File: config.mk
export PLATFORM = sky130hd
export DESIGN_NAME = gpr_interlock_ctl
export DESIGN_NICKNAME = d
export VERILOG_FILES = /design/src/rtl/gpr_interlock_ctl.sv
export SDC_FILE = /design/constraint.sdc
export NUM_CORES = 1
export LEC_CHECK = 0
export CAP_MARGIN = 30
export CORE_MARGIN = 2
export CORE_UTILIZATION = 53
export CTS_CLUSTER_SIZE = 28
export DETAILED_ROUTE_END_ITERATION = 10
export GPL_TIMING_DRIVEN = 0
export PLACE_DENSITY = 0.86
export SLEW_MARGIN = 20
export SYNTH_ARGS = -nofsm -noshare
export SYNTH_HDL_FRONTEND = slang
export SYNTH_SLANG_ARGS = --single-unit
File: constraint.sdc
create_clock -name clock -period 7.1 [get_ports clock]
set_input_delay 1.065 -clock clock [delete_from_list [all_inputs] [get_ports clock]]
set_output_delay 1.065 -clock clock [all_outputs]
set_load 0.01 [all_outputs]
File: src/rtl/gpr_interlock_ctl.sv
`default_nettype none
// ============================================================================
// Module   : gpr_interlock_ctl
// Purpose  : Issue-interlock scheduler for the 4-read/2-write GPR file.
//            Tracks in-flight destinations of both issue lanes through the
//            execute stages, plus one multi-cycle long-op unit, and stalls
//            issue while any source is not yet forwardable from the EX1/EX2
//            bypass.
// Ports    : clock, reset (async, active-low)
//            hold        - global pipeline hold, freezes all state
//            issValid    - decode bundle valid
//            regIdRs/Rt  - lane-1 sources, regIdRu/Rv - lane-2 sources
//            regIdRnA/B  - lane-1/lane-2 destinations (ZZR = none)
//            latClsA/B   - result class 0=EX1 1=EX2 2=EX3 3=long-op
//            longDone    - long-op result pulse
//            stall       - issue interlock (combinational)
//            longBusy    - long-op unit occupied
//            longDst     - destination of the active long-op (ZZR if idle)
//            tmoErr      - sticky long-op watchdog error
// Options  : `define GPR_INTERLOCK_LONGTMO_EN enables the long-op watchdog
//            (LONG_TMO cycles); otherwise tmoErr is tied 0.
// Revision : 1.0 - initial release
// ============================================================================
module gpr_interlock_ctl #(
  parameter int LONG_TMO = 255,
  parameter int CNT_W    = 8
) (
  input  logic       clock,
  input  logic       reset,
  input  logic       hold,
  input  logic       issValid,
  input  logic [5:0] regIdRs,
  input  logic [5:0] regIdRt,
  input  logic [5:0] regIdRu,
  input  logic [5:0] regIdRv,
  input  logic [5:0] regIdRnA,
  input  logic [5:0] regIdRnB,
  input  logic [1:0] latClsA,
  input  logic [1:0] latClsB,
  input  logic       longDone,
  output logic       stall,
  output logic       longBusy,
  output logic [5:0] longDst,
  output logic       tmoErr
);

  localparam logic [5:0] JX2_GR_ZZR = 6'h3F;
  localparam logic [5:0] JX2_GR_IMM = 6'h3E;

  localparam logic [0:0] ST_IDLE = 1'b0;
  localparam logic [0:0] ST_BUSY = 1'b1;

  localparam logic [CNT_W-1:0] CNT_MAX = '1;
  localparam logic [CNT_W-1:0] CNT_ONE = {{(CNT_W-1){1'b0}}, 1'b1};

  // EX1/EX2 slot state per lane. EX3 results are already on the writeback
  // path and never interlock, so a slot simply retires when it leaves EX2.
  logic [1:0] ex1_vld_q, ex1_vld_d, ex2_vld_q, ex2_vld_d;
  logic [5:0] ex1_id_q  [2];
  logic [5:0] ex1_id_d  [2];
  logic [5:0] ex2_id_q  [2];
  logic [5:0] ex2_id_d  [2];
  logic [1:0] ex1_cls_q [2];
  logic [1:0] ex1_cls_d [2];
  logic [1:0] ex2_cls_q [2];
  logic [1:0] ex2_cls_d [2];

  logic [0:0]       st_q, st_d;
  logic [5:0]       long_dst_q, long_dst_d;
  logic [CNT_W-1:0] cnt_q, cnt_d, cnt_inc;

  logic [5:0] src  [4];
  logic [5:0] dst  [2];
  logic [1:0] dcls [2];
  logic [3:0] src_live;
  logic [1:0] cls_b_eff;
  logic       long_busy, raw_haz, long_haz, waw_haz, struct_haz;
  logic       accept, long_accept;

  assign src[0] = regIdRs;
  assign src[1] = regIdRt;
  assign src[2] = regIdRu;
  assign src[3] = regIdRv;

  // Lane 2 has no long-op path; class 3 there degrades to a load.
  assign cls_b_eff = (latClsB == 2'd3) ? 2'd2 : latClsB;

  assign dst[0]  = regIdRnA;
  assign dst[1]  = regIdRnB;
  assign dcls[0] = latClsA;
  assign dcls[1] = cls_b_eff;

  assign long_busy = (st_q == ST_BUSY);

  always_comb begin
    for (int s = 0; s < 4; s++) begin
      src_live[s] = issValid && (src[s] != JX2_GR_ZZR) && (src[s] != JX2_GR_IMM);
    end
  end

  always_comb begin
    raw_haz  = 1'b0;
    long_haz = 1'b0;
    waw_haz  = 1'b0;
    for (int s = 0; s < 4; s++) begin
      for (int l = 0; l < 2; l++) begin
        if (src_live[s] && ex1_vld_q[l] && (ex1_id_q[l] == src[s]) && (ex1_cls_q[l] >= 2'd1))
          raw_haz = 1'b1;
        if (src_live[s] && ex2_vld_q[l] && (ex2_id_q[l] == src[s]) && (ex2_cls_q[l] >= 2'd2))
          raw_haz = 1'b1;
      end
      if (src_live[s] && long_busy && (src[s] == long_dst_q))
        long_haz = 1'b1;
    end
    for (int d = 0; d < 2; d++) begin
      if (dst[d] != JX2_GR_ZZR) begin
        if (long_busy && (dst[d] == long_dst_q))
          long_haz = 1'b1;
        // An older, slower producer of the same register must write back
        // first, otherwise the stale value would land last.
        for (int l = 0; l < 2; l++) begin
          if (ex1_vld_q[l] && (ex1_id_q[l] == dst[d]) && (ex1_cls_q[l] > dcls[d]))
            waw_haz = 1'b1;
          if (ex2_vld_q[l] && (ex2_id_q[l] == dst[d]) && (ex2_cls_q[l] > dcls[d]))
            waw_haz = 1'b1;
        end
      end
    end
  end

  // Uses the registered busy flag, so a second long-op cannot slip in on
  // the cycle the first one completes.
  assign struct_haz  = (latClsA == 2'd3) && long_busy;
  assign stall       = issValid && (raw_haz || long_haz || waw_haz || struct_haz);
  assign accept      = issValid && !stall && !hold;
  assign long_accept = accept && (latClsA == 2'd3);

  // Slot advance
  always_comb begin
    ex1_vld_d = ex1_vld_q;
    ex2_vld_d = ex2_vld_q;
    for (int l = 0; l < 2; l++) begin
      ex1_id_d[l]  = ex1_id_q[l];
      ex1_cls_d[l] = ex1_cls_q[l];
      ex2_id_d[l]  = ex2_id_q[l];
      ex2_cls_d[l] = ex2_cls_q[l];
    end
    if (!hold) begin
      ex2_vld_d = ex1_vld_q;
      for (int l = 0; l < 2; l++) begin
        ex2_id_d[l]  = ex1_id_q[l];
        ex2_cls_d[l] = ex1_cls_q[l];
        ex1_id_d[l]  = dst[l];
        ex1_cls_d[l] = dcls[l];
      end
      // Long-ops are tracked by the FSM, not the slots.
      ex1_vld_d[0] = accept && (regIdRnA != JX2_GR_ZZR) && (latClsA != 2'd3);
      ex1_vld_d[1] = accept && (regIdRnB != JX2_GR_ZZR);
    end
  end

  assign cnt_inc = (cnt_q == CNT_MAX) ? cnt_q : (cnt_q + CNT_ONE);

`ifdef GPR_INTERLOCK_LONGTMO_EN
  localparam logic [CNT_W-1:0] TMO_CNT = CNT_W'(LONG_TMO);
  logic tmo_q, tmo_d;
`else
  logic unused_ok;
  assign unused_ok = &{1'b0, CNT_W'(LONG_TMO)};
`endif

  // Long-op FSM. Completion is honoured even under hold so the result
  // pulse is never dropped; it is applied before a new accept.
  always_comb begin
    st_d       = st_q;
    long_dst_d = long_dst_q;
    cnt_d      = cnt_q;
`ifdef GPR_INTERLOCK_LONGTMO_EN
    tmo_d      = tmo_q;
`endif
    if (long_busy && !hold)
      cnt_d = cnt_inc;
    if (long_busy && longDone) begin
      st_d       = ST_IDLE;
      long_dst_d = JX2_GR_ZZR;
    end
`ifdef GPR_INTERLOCK_LONGTMO_EN
    if (long_busy && !longDone && !hold && (cnt_inc == TMO_CNT)) begin
      st_d       = ST_IDLE;
      long_dst_d = JX2_GR_ZZR;
      tmo_d      = 1'b1;
    end
`endif
    if (long_accept) begin
      st_d       = ST_BUSY;
      long_dst_d = regIdRnA;
      cnt_d      = '0;
    end
  end

  always_ff @(posedge clock or negedge reset) begin
    if (!reset) begin
      ex1_vld_q  <= '0;
      ex2_vld_q  <= '0;
      for (int l = 0; l < 2; l++) begin
        ex1_id_q[l]  <= JX2_GR_ZZR;
        ex1_cls_q[l] <= 2'd0;
        ex2_id_q[l]  <= JX2_GR_ZZR;
        ex2_cls_q[l] <= 2'd0;
      end
      st_q       <= ST_IDLE;
      long_dst_q <= JX2_GR_ZZR;
      cnt_q      <= '0;
    end else begin
      ex1_vld_q  <= ex1_vld_d;
      ex2_vld_q  <= ex2_vld_d;
      for (int l = 0; l < 2; l++) begin
        ex1_id_q[l]  <= ex1_id_d[l];
        ex1_cls_q[l] <= ex1_cls_d[l];
        ex2_id_q[l]  <= ex2_id_d[l];
        ex2_cls_q[l] <= ex2_cls_d[l];
      end
      st_q       <= st_d;
      long_dst_q <= long_dst_d;
      cnt_q      <= cnt_d;
    end
  end

`ifdef GPR_INTERLOCK_LONGTMO_EN
  always_ff @(posedge clock or negedge reset) begin
    if (!reset) tmo_q <= 1'b0;
    else        tmo_q <= tmo_d;
  end
  assign tmoErr = tmo_q;
`else
  assign tmoErr = 1'b0;
`endif

  assign longBusy = long_busy;
  assign longDst  = long_dst_q;

endmodule
`default_nettype wire

==> reports/results.txt <==
Slowest-stage cell, CP - or4_4
worst-path fanout max - 5
reg2reg start - ex1_cls_q[1]
Yosys cell types - 46
CP Buf/Inv Count - 2
WHS Endpoint - ex2_cls_q[0]
final cell count without fillers - 642
CTS tree - done
syn nets - 571
Final Util - 0.593
via count - 3971
fraction of layout cells with a size suffix above 1 - 0.275
vias in the first global route - 4112
grt total ovfl - 0
Net Sw Frac - 0.376
post-detailed-route count of antenna-violating nets - 0
CP peak stage delay - 530 ps
maximum VDD drop - 84.7 uV
PortBufs - 15
post-route setup TNS - 0 ps
worst-path cell chain - clkdlybuf4s50_1 > nor2b_1 > ha_1 > nor2b_1 > o21ai_0 > nor4_1 > or4_4 > a2111oi_4 > a21boi_0 > clkdlybuf4s50_1
crit start category - input port
Max Fclk - 192 MHz
Synth Register Bits - 43
DR iter-0 viols - 339
DR vias/cell - 6.19
Flop pwr share - 0.322
std cell rows - 34
crit share post-route - 0.735
status - finished, final reports clean
Critical Path RT - 6030 ps
Syn Inst Count - 510
Final Skew - 8.29 ps
syn_area_per_cell - 9.34 um^2
mapped cell area - 0.00477 mm^2
GPL Wtd Cong - 1.00
Setup violations, final - 0
GRT Util Overall - 0.281
Yosys top cell area share - 0.189
Top Family by Delay on Critical Path - simple AND/OR/NAND/NOR gates
Fill cells - 732
Slew Viols, Final - 0
die height - 98.8 um
RSZ-0062 raised after global routing - false
initial antenna violation count - 0
Core ar. - 0.00872 mm^2
Sink Count - 43
worst reg2reg path endpoint - longDst[0]
Root Buffer - clkbuf_8
min-delay worst type - reg2reg
Async SR Flop Fraction - 1.00
die width - 98.8 um
Syn-to-layout area delta - 8.56%
Starting Density - 0.546
biggest area consumer among synthesized cells - xnor2_1
Pleak - 0.00201 uW
Reg clk slew, reported paths - 80 ps
Ys Warns - 0
Routed WL - 13800 um
largest net degree at the start of global routing - 26
wire length per cell - 21.4 um
Net Switching - 376 uW
placed cell count - 634
I/O Pins - 54
Worst Max-Slew Pin Slew - 880 ps
first-pass GRT wire length - 21300 um
# hold bufs at CTS - 0
final hold viol count - 0
post-DP HPWL - 10100 um
post-CTS setup buffer count - 0
Worst R2R Setup Slack - 3910 ps
fin nets - 594
Post-synth EDFFs - 0
total power - 1000 uW
R2R cell count - 8
DP Area - 0.00507 mm^2
Synth Flop Type - dfstp_2
CP endpoint kind - output port
htree depth - 2
Worst-Skew Late Latency - 300 ps
Arr. time, crit path - 4150 ps
Slew Limit Headroom - 0.407
CP Class - in2out
die area - 0.00977 mm^2
clock buffer depth - 2
Combinational Power Share - 0.503
minimum clock period - 5220 ps
diode count - 0
cts bufs inserted - 5
post_cts resized - 0
Post-route DRC - 0
Area contributors post-synth - xnor2_1, dfstp_2, xor2_1
WHS Path Cells - 2
Hold Path Origin - ex2_cls_q[0]
maxcap violations - 0
Final Cell Area - 0.00517 mm^2
clock share of power - 0.176
Pwr Density - 193 mW/mm^2
Internal - 623 uW
drt pass-1 iters - 5
sequential-to-total area share from yosys stat - 0.234
==> cells in the mapped netlist, types with 6 or more instances <==
master and number:
buf_2 34, buf_4 23, nor2_1 6, dfrtp_1 13, nor2b_1 7, mux2_2 30, mux2_4 6, ha_1 16
buf_6 12, nand4_1 26, nand2_1 13, nand3_1 11, o21ai_0 12, a21oi_1 11, xnor2_1 103, nor4_1 24
xor2_1 76, dfstp_2 30, inv_1 11
==> power groups by stage <==
stage	Clock (uW)	Sequential, uW	Combinational (uW)
2_1_floorplan	0	322	372
3_3_place_gp	0	323	469
3_5_place_dp	0	325	492
4_1_cts	177	321	494
5_1_grt	187	325	538
6_report	176	322	503
==> final cells by class <==
| cell class | count | area, um^2 | share of cell area |
|---|---|---|---|
| flip-flops and latches | 43 | 1110 | 0.215 |
| well taps | 108 | 135 | 0.0261 |
| plain buffers | 73 | 493 | 0.0953 |
| repair buffers | 16 | 173 | 0.0334 |
| inverters | 11 | 41.3 | 0.00798 |
| multi-input cells | 383 | 3120 | 0.603 |
| clock buffers | 8 | 100 | 0.0193 |
==> worst max-delay path by stage <==
stage	startpoint	to	slack (ps)	cells after the start
final	latClsB[0]	stall	1880	10
after global routing	latClsB[0]	stall	1740	10
after CTS	latClsB[0]	stall	1890	10
after detailed placement	latClsB[0]	stall	1910	10
after global placement	latClsB[0]	stall	1950	10
after floorplan	latClsB[0]	stall	3210	8
==> worst register-to-register path: cells and delay by family (launching register included) <==
| kind | cells | cell delay [ps] |
|---|---|---|
| mux | 1 | 300 |
| flops | 1 | 440 |
| simple gates | 2 | 500 |
| compound gates | 4 | 1720 |
| buf+inv | 1 | 150 |
==> routing by layer <==
layer,up-vias,share of wire,track usage
met4,0,0.052,0.145
met1,1878,0.39,0.348
li1,1754,-,-
met2,268,0.47,0.475
met5,-,0,0
met3,71,0.087,0.0383
==> logic make-up after synthesis <==
family,count (synthesis),share of synthesized area
flops,43,0.234
buf+inv,84,0.112
simple gates,105,0.127
compound gates,46,0.0654
xor+xnor,179,0.329
other cells,1,0.000787
mux,36,0.0898
fa+ha+maj,16,0.0420
==> through the flow <==
step	setup slack, ps	hold slack, ps
6_report	1880	501
5_1_grt	1740	542
4_1_cts	1890	496
3_5_place_dp	1910	477
3_3_place_gp	1950	462
2_1_floorplan	3210	450
==> sequential cells by signal (all words and copies together) (netlist names) <==
register and cells:
ex1_vld_q 2, ex2_cls_q 4, ex2_id_q 12, longBusy 1, ex1_id_q 12, ex2_vld_q 2, longDst 6, ex1_cls_q 4
==> layout by cell type (no fill, tap or decap), types with 2 or more instances in the layout <==
master and instances:
xnor2_1 103, xor2_1 76, buf_2 35, mux2_2 30, dfstp_2 30, nand4_1 26
nor4_1 24, buf_4 23, ha_1 16, clkdlybuf4s50_1 14, nand2_1 13, dfrtp_1 13
buf_6 12, o21ai_0 12, inv_1 11, nand3_1 11, a21oi_1 11, nor2b_1 7
clkbuf_8 7, nor2_1 6, mux2_4 6, clkbuf_1 5, a41oi_1 4, nor3_1 4
or2b_1 3, nand2b_1 3, a31oi_1 2, o21ai_1 2, o2111ai_1 2, o211ai_1 2
o22ai_1 2, and3_1 2
(Power assumes the default switching activity.)
